$ cat config.mk
export PLATFORM = sky130hd
export DESIGN_NAME = demux116_flat
export DESIGN_NICKNAME = d
export VERILOG_FILES = /design/src/rtl/demux116_if.sv /design/src/rtl/demux116.sv /design/src/flat_wrapper.sv
export SDC_FILE = /design/constraint.sdc
export NUM_CORES = 1
export LEC_CHECK = 0
export BUFFER_PORTS_ARGS = -buffer_cell sky130_fd_sc_hd__buf_2
export CAP_MARGIN = 0
export CORE_MARGIN = 4
export CORE_UTILIZATION = 51
export DETAILED_ROUTE_END_ITERATION = 12
export PLACE_DENSITY_LB_ADDON = 0.1
export SLEW_MARGIN = 0
export SYNTH_ARGS = -nofsm -noshare
export SYNTH_HDL_FRONTEND = slang
export SYNTH_SLANG_ARGS = --single-unit
export TNS_END_PERCENT = 10
$ cat constraint.sdc
create_clock -name clk -period 3.1 [get_ports clk]
set_clock_uncertainty 0.15 [all_clocks]
set_input_delay 0.62 -clock clk [delete_from_list [all_inputs] [get_ports clk]]
set_output_delay 0.62 -clock clk [all_outputs]
set_load 0.02 [all_outputs]
$ cat src/rtl/demux116_if.sv
// Bus bundle for the 1-to-16 demultiplexer: one input stream, sixteen output lanes,
// plus the sweep pointer and accepted-word counter for observation.
interface demux116_if #(
    parameter int WIDTH = 1
);
    logic [WIDTH-1:0]    in_data;
    logic [3:0]          in_sel;
    logic                in_valid;
    logic                in_ready;
    logic                mode;
    logic [16*WIDTH-1:0] out_data;
    logic [15:0]         out_valid;
    logic [15:0]         out_ready;
    logic [3:0]          ptr;
    logic [15:0]         count;

    modport master (
        output in_data, in_sel, in_valid, mode, out_ready,
        input  in_ready, out_data, out_valid, ptr, count
    );

    modport slave (
        input  in_data, in_sel, in_valid, mode, out_ready,
        output in_ready, out_data, out_valid, ptr, count
    );
endinterface

$ cat src/rtl/demux116.sv
// Routes one input word per cycle into one of sixteen 1-deep lane registers,
// chosen either by in_sel or by an internal round-robin pointer.
module demux116 #(
    parameter int WIDTH    = 1,
    parameter bit SWEEP_EN = 1'b1
) (
    input  logic       clk,
    input  logic       rst_n,
    demux116_if.slave  bus
);
    // Handshake: a word moves on any edge where valid & ready were both high
    // beforehand; ready never depends on valid, and a stalled source holds its word.
    logic [15:0][WIDTH-1:0] lane_data_q;
    logic [15:0]            lane_valid_q;
    logic [3:0]             ptr_q;
    logic [15:0]            count_q;

    logic       eff_mode;
    logic [3:0] dst;
    logic       ready;
    logic       accept;

    always_comb begin
        eff_mode = SWEEP_EN && bus.mode;
        dst      = eff_mode ? ptr_q : bus.in_sel;
        // A full lane still accepts if it is being drained this cycle.
        ready    = ~lane_valid_q[dst] | bus.out_ready[dst];
        accept   = bus.in_valid & ready;
    end

    always_ff @(posedge clk or negedge rst_n) begin
        if (!rst_n) begin
            lane_data_q  <= '0;
            lane_valid_q <= '0;
            ptr_q        <= '0;
            count_q      <= '0;
        end else begin
            for (int k = 0; k < 16; k++) begin
                if (accept && (dst == 4'(k))) begin
                    lane_data_q[k]  <= bus.in_data;
                    lane_valid_q[k] <= 1'b1;
                end else if (lane_valid_q[k] && bus.out_ready[k]) begin
                    lane_valid_q[k] <= 1'b0;
                end
            end
            if (accept) begin
                count_q <= count_q + 16'd1;
                if (eff_mode) begin
                    ptr_q <= ptr_q + 4'd1;
                end
            end
        end
    end

    assign bus.in_ready  = ready;
    assign bus.out_data  = lane_data_q;
    assign bus.out_valid = lane_valid_q;
    assign bus.ptr       = ptr_q;
    assign bus.count     = count_q;
endmodule

$ cat src/flat_wrapper.sv
// flat-port wrapper written by rule: the top's interface ports become plain ports
module demux116_flat 
#(
    parameter int WIDTH    = 1,
    parameter bit SWEEP_EN = 1'b1
)
  (clk, rst_n, bus_in_data, bus_in_sel, bus_in_valid, bus_mode, bus_out_ready, bus_in_ready, bus_out_data, bus_out_valid, bus_ptr, bus_count);
  demux116_if #(.WIDTH(WIDTH)) bus_i ();
  input  logic clk;
  input  logic rst_n;
  input wire logic [$bits(bus_i.in_data)-1:0] bus_in_data;
  input wire logic [$bits(bus_i.in_sel)-1:0] bus_in_sel;
  input wire logic [$bits(bus_i.in_valid)-1:0] bus_in_valid;
  input wire logic [$bits(bus_i.mode)-1:0] bus_mode;
  input wire logic [$bits(bus_i.out_ready)-1:0] bus_out_ready;
  output wire logic [$bits(bus_i.in_ready)-1:0] bus_in_ready;
  output wire logic [$bits(bus_i.out_data)-1:0] bus_out_data;
  output wire logic [$bits(bus_i.out_valid)-1:0] bus_out_valid;
  output wire logic [$bits(bus_i.ptr)-1:0] bus_ptr;
  output wire logic [$bits(bus_i.count)-1:0] bus_count;
  assign bus_i.in_data = bus_in_data;
  assign bus_i.in_sel = bus_in_sel;
  assign bus_i.in_valid = bus_in_valid;
  assign bus_i.mode = bus_mode;
  assign bus_i.out_ready = bus_out_ready;
  assign bus_in_ready = bus_i.in_ready;
  assign bus_out_data = bus_i.out_data;
  assign bus_out_valid = bus_i.out_valid;
  assign bus_ptr = bus_i.ptr;
  assign bus_count = bus_i.count;
  demux116 #(.WIDTH(WIDTH), .SWEEP_EN(SWEEP_EN)) u_core (.clk(clk), .rst_n(rst_n), .bus(bus_i));
endmodule
==> impl_metrics.yaml <==
outcome:
  status: "finished, violations left"
  failed_checks: "negative setup slack"
final_layout:
  drive_above_1_share_pct: 40.9
  final_cells: 404
  fill_cells: 401
  multi_input_area_sq_mm: 0.00131
  nets: 363
  design_area_sq_mm: 0.00343
  syn_to_final_growth_pct: 29.8
  num_antenna_cells: 0
  ff_latch_area_sq_mm: 0.00130
  fin_util_pct: 70.4
floorplanning:
  rows: 25
  dieWidth_um: 80.0
  die_area_sq_mm: 0.00640
  core_area_sq_mm: 0.00488
  die_y_um: 80.0
  initial_core_util_pct: 54.2
  ios: 78
grt:
  grt_pass1_wl_mm: 10.7
  grt_max_degree: 25
  met2_usage_pct: 33.0
  groute.usage.overall_pct: 21.4
  grt_overflow: 0
  antenna_found_initial: 0
  grtUsageMet3_pct: 4.18
  grt_pass1_vias: 2196
  grt-busiest-layer: "met2"
  grt_use_met1_pct: 31.3
timing:
  timing.fmax_ghz: 0.317
  slew_viol_final: 0
  worst_pin_slew_ns: 0.706
  setup_ws_ns: -0.0509
  finalHoldViolations: 0
  relSlewSlack_pct: 52.8
  rsz0062_at_grt: "true"
  fin_crit_ns: 3.15
  setup_violations: 1
  period_share_pct: 102
synth:
  ys_ff_latch: 52
  synth_edf_count: 0
  synthesis.nets: 262
  synth_area_per_cell_sq_um: 11.3
  syn-cell-area_sq_mm: 0.00265
  synth-compound-area-share_pct: 9.22
  yosys-top-cells-count: "52 x dfrtp_1, 25 x nor3_1, 19 x inv_1, 16 x a21o_1, 15 x mux2_1"
  yosys.cell_count.top_type: "dfrtp_1"
  ys_types: 37
  synth_top_area_share_pct: 49.2
  synth-seq-area-share_pct: 49.2
  ys.flop_type: "dfrtp_1"
  synth_area_leader_cell: "dfrtp_1"
  synth-simple-area-share_pct: 16.2
  synth_adder_area_share_pct: 0.946
  syn_inst: 235
  synthArstFlopShare_pct: 100
  synth_area_leaders: "dfrtp_1 49%, mux2_1 6.4%, nor3_1 4.7%"
  muxShareOfSynthArea_pct: 13.8
  ys_warn_count: 0
  synth_xor_area_share_pct: 5.96
  synth_top_family_by_area: "simple AND/OR/NAND/NOR gates"
detailed_routing:
  drtIter0Drc: 184
  wl_per_cell_um: 16.1
  wl_mm: 6.52
  drt-pass1-iter-count: 4
  ant_nets: 0
  vias: 2189
  via_per_inst: 5.42
  drt_drc_violations_left: 0
placed_design:
  io_buffer_count: 77
  placed_cells: 395
  place_ws_ns: -0.179
  place.gp.congestion: 0.909
  place_area_sq_mm: 0.00323
  hpwl_mm: 4.93
pwr:
  swShare_pct: 41.0
  ir_drop_mv: 0.496
  intPower_uw: 1600
  power_frac_clock_pct: 14.6
  p_switching_uw: 1110
  seqPwrFrac_pct: 39.4
  power_leakage_uw: 0.00186
  p_comb_share_pct: 46.0
  power.density_mw_per_mm2: 790
critical_path:
  cp_data_arrival_time_ns: 2.38
  start_kind: "input port"
  cp-end-kind: "primary output"
  cp.required_ns: 2.33
  critPathMaxFanout: 7
  worst-setup-path-type: "in -> out"
min_path:
  hold_class: "in -> async"
clock_network:
  cts_root_buffer: "clkbuf_8"
  clock_latency_ns: 0.31
  cts_sinks: 52
  clock_path_buffers: 2
  cts.clk_slew.worst_paths_ns: 0.10
  numCtsBuffers: 5
  cts_tree: "built"
  ctsHoldBuffers: 0
  htreeDepth: 2
run:
  cap_violations: 0
-- flip-flops by register name (all words and copies together) (netlist names) --
register              cells
u_core.bus.count         16
u_core.bus.out_data      16
u_core.bus.ptr            4
u_core.bus.out_valid     16
-- placed cells by master, fill, tap and decap left out, types with 2 or more instances in the layout --
cell type	n
a21o_1	16
a31oi_1	3
a41oi_1	2
and3_1	8
and3b_1	3
and4b_1	2
buf_2	75
buf_4	24
clkbuf_1	2
clkbuf_8	6
dfrtp_1	52
ha_1	2
inv_1	19
mux2_1	15
mux2_2	4
mux2i_1	2
mux4_2	5
nand2_1	7
nand3_1	5
nor2_1	14
nor3_1	9
nor3_2	16
nor3b_1	6
o21ai_0	7
xnor2_1	5
xor2_1	13
-- repair_timing --
action / 4_1_cts / 5_1_grt
setup buffers: 0 / 1
gates resized for setup: 7 / 18
pin swaps: 3 / 3
hold endpoints to repair: 0 / 0
setup endpoints to repair: 1 / 1
-- logic make-up (layout without fill, tap and decap cells) --
| kind of cell | after synthesis | count (layout) |
|---|---|---|
| AO/OA/AOI/OAI | 34 | 34 |
| XOR/XNOR | 18 | 18 |
| flip-flops | 52 | 52 |
| multiplexers | 27 | 27 |
| buffers and inverters | 26 | 128 |
| AND/OR/NAND/NOR | 76 | 76 |
| adder cells (fa/ha/maj) | 2 | 2 |
-- power groups by stage --
stage               Sequential (uW)  Clock, uW  Combinational (uW)
floorplan                      1350          0                 482
detailed placement             1080          0                1210
global route                   1100        434                1350
CTS                            1070        407                1220
global placement               1070          0                1180
finish                         1070        396                1250
-- worst max-delay path, stage by stage --
cell    delay [ns]
buf_8         0.10
mux2_4        0.35
mux4_2        0.34
nor2_1        0.04
or4_4         0.54
or2_4         0.25
buf_6         0.13
-- through the flow --
step                total power [uW]  setup TNS (ns)  hold WS [ns]
floorplan                       1830               0         0.174
global placement                2250           -1.97         0.303
detailed placement              2290           -2.84         0.304
CTS                             2690         -0.0857        0.0575
global route                    2890          -0.119        0.0759
finish                          2710         -0.0509        0.0490
-- cell type report --
| class | count | area share (%) |
|---|---|---|
| clock buffer | 8 | 2.62 |
| timing repair buffer | 101 | 16.9 |
| tap | 67 | 2.44 |
| multi-input combinational | 157 | 38.0 |
| sequential | 52 | 37.9 |
| inverter | 19 | 2.08 |
-- path summary, 6_finish.rpt --
check | startpoint | end | cells past startpoint | slack, ns
worst max-delay path | bus_mode | bus_in_ready | 7 | -0.05
worst min-delay path | rst_n | u_core.bus.out_data[8] | 1 | 0.05
worst max register to register | u_core.bus.ptr[0] | u_core.bus.out_data[0] | 10 | 0.14
worst min register to register | u_core.bus.count[15] | u_core.bus.count[15] | 1 | 0.31
max in group asynchronous | rst_n | u_core.bus.out_data[2] | 2 | 2.10
min in group clk | u_core.bus.count[15] | u_core.bus.count[15] | 1 | 0.31
-- per-layer routing --
layer	part of all wire, %	vias up
met5	0	-
met4	0.80	0
met3	6.2	5
met2	48	74
met1	45	1074
li1	-	1036
No activity file was read; power rests on OpenSTA's default activity.
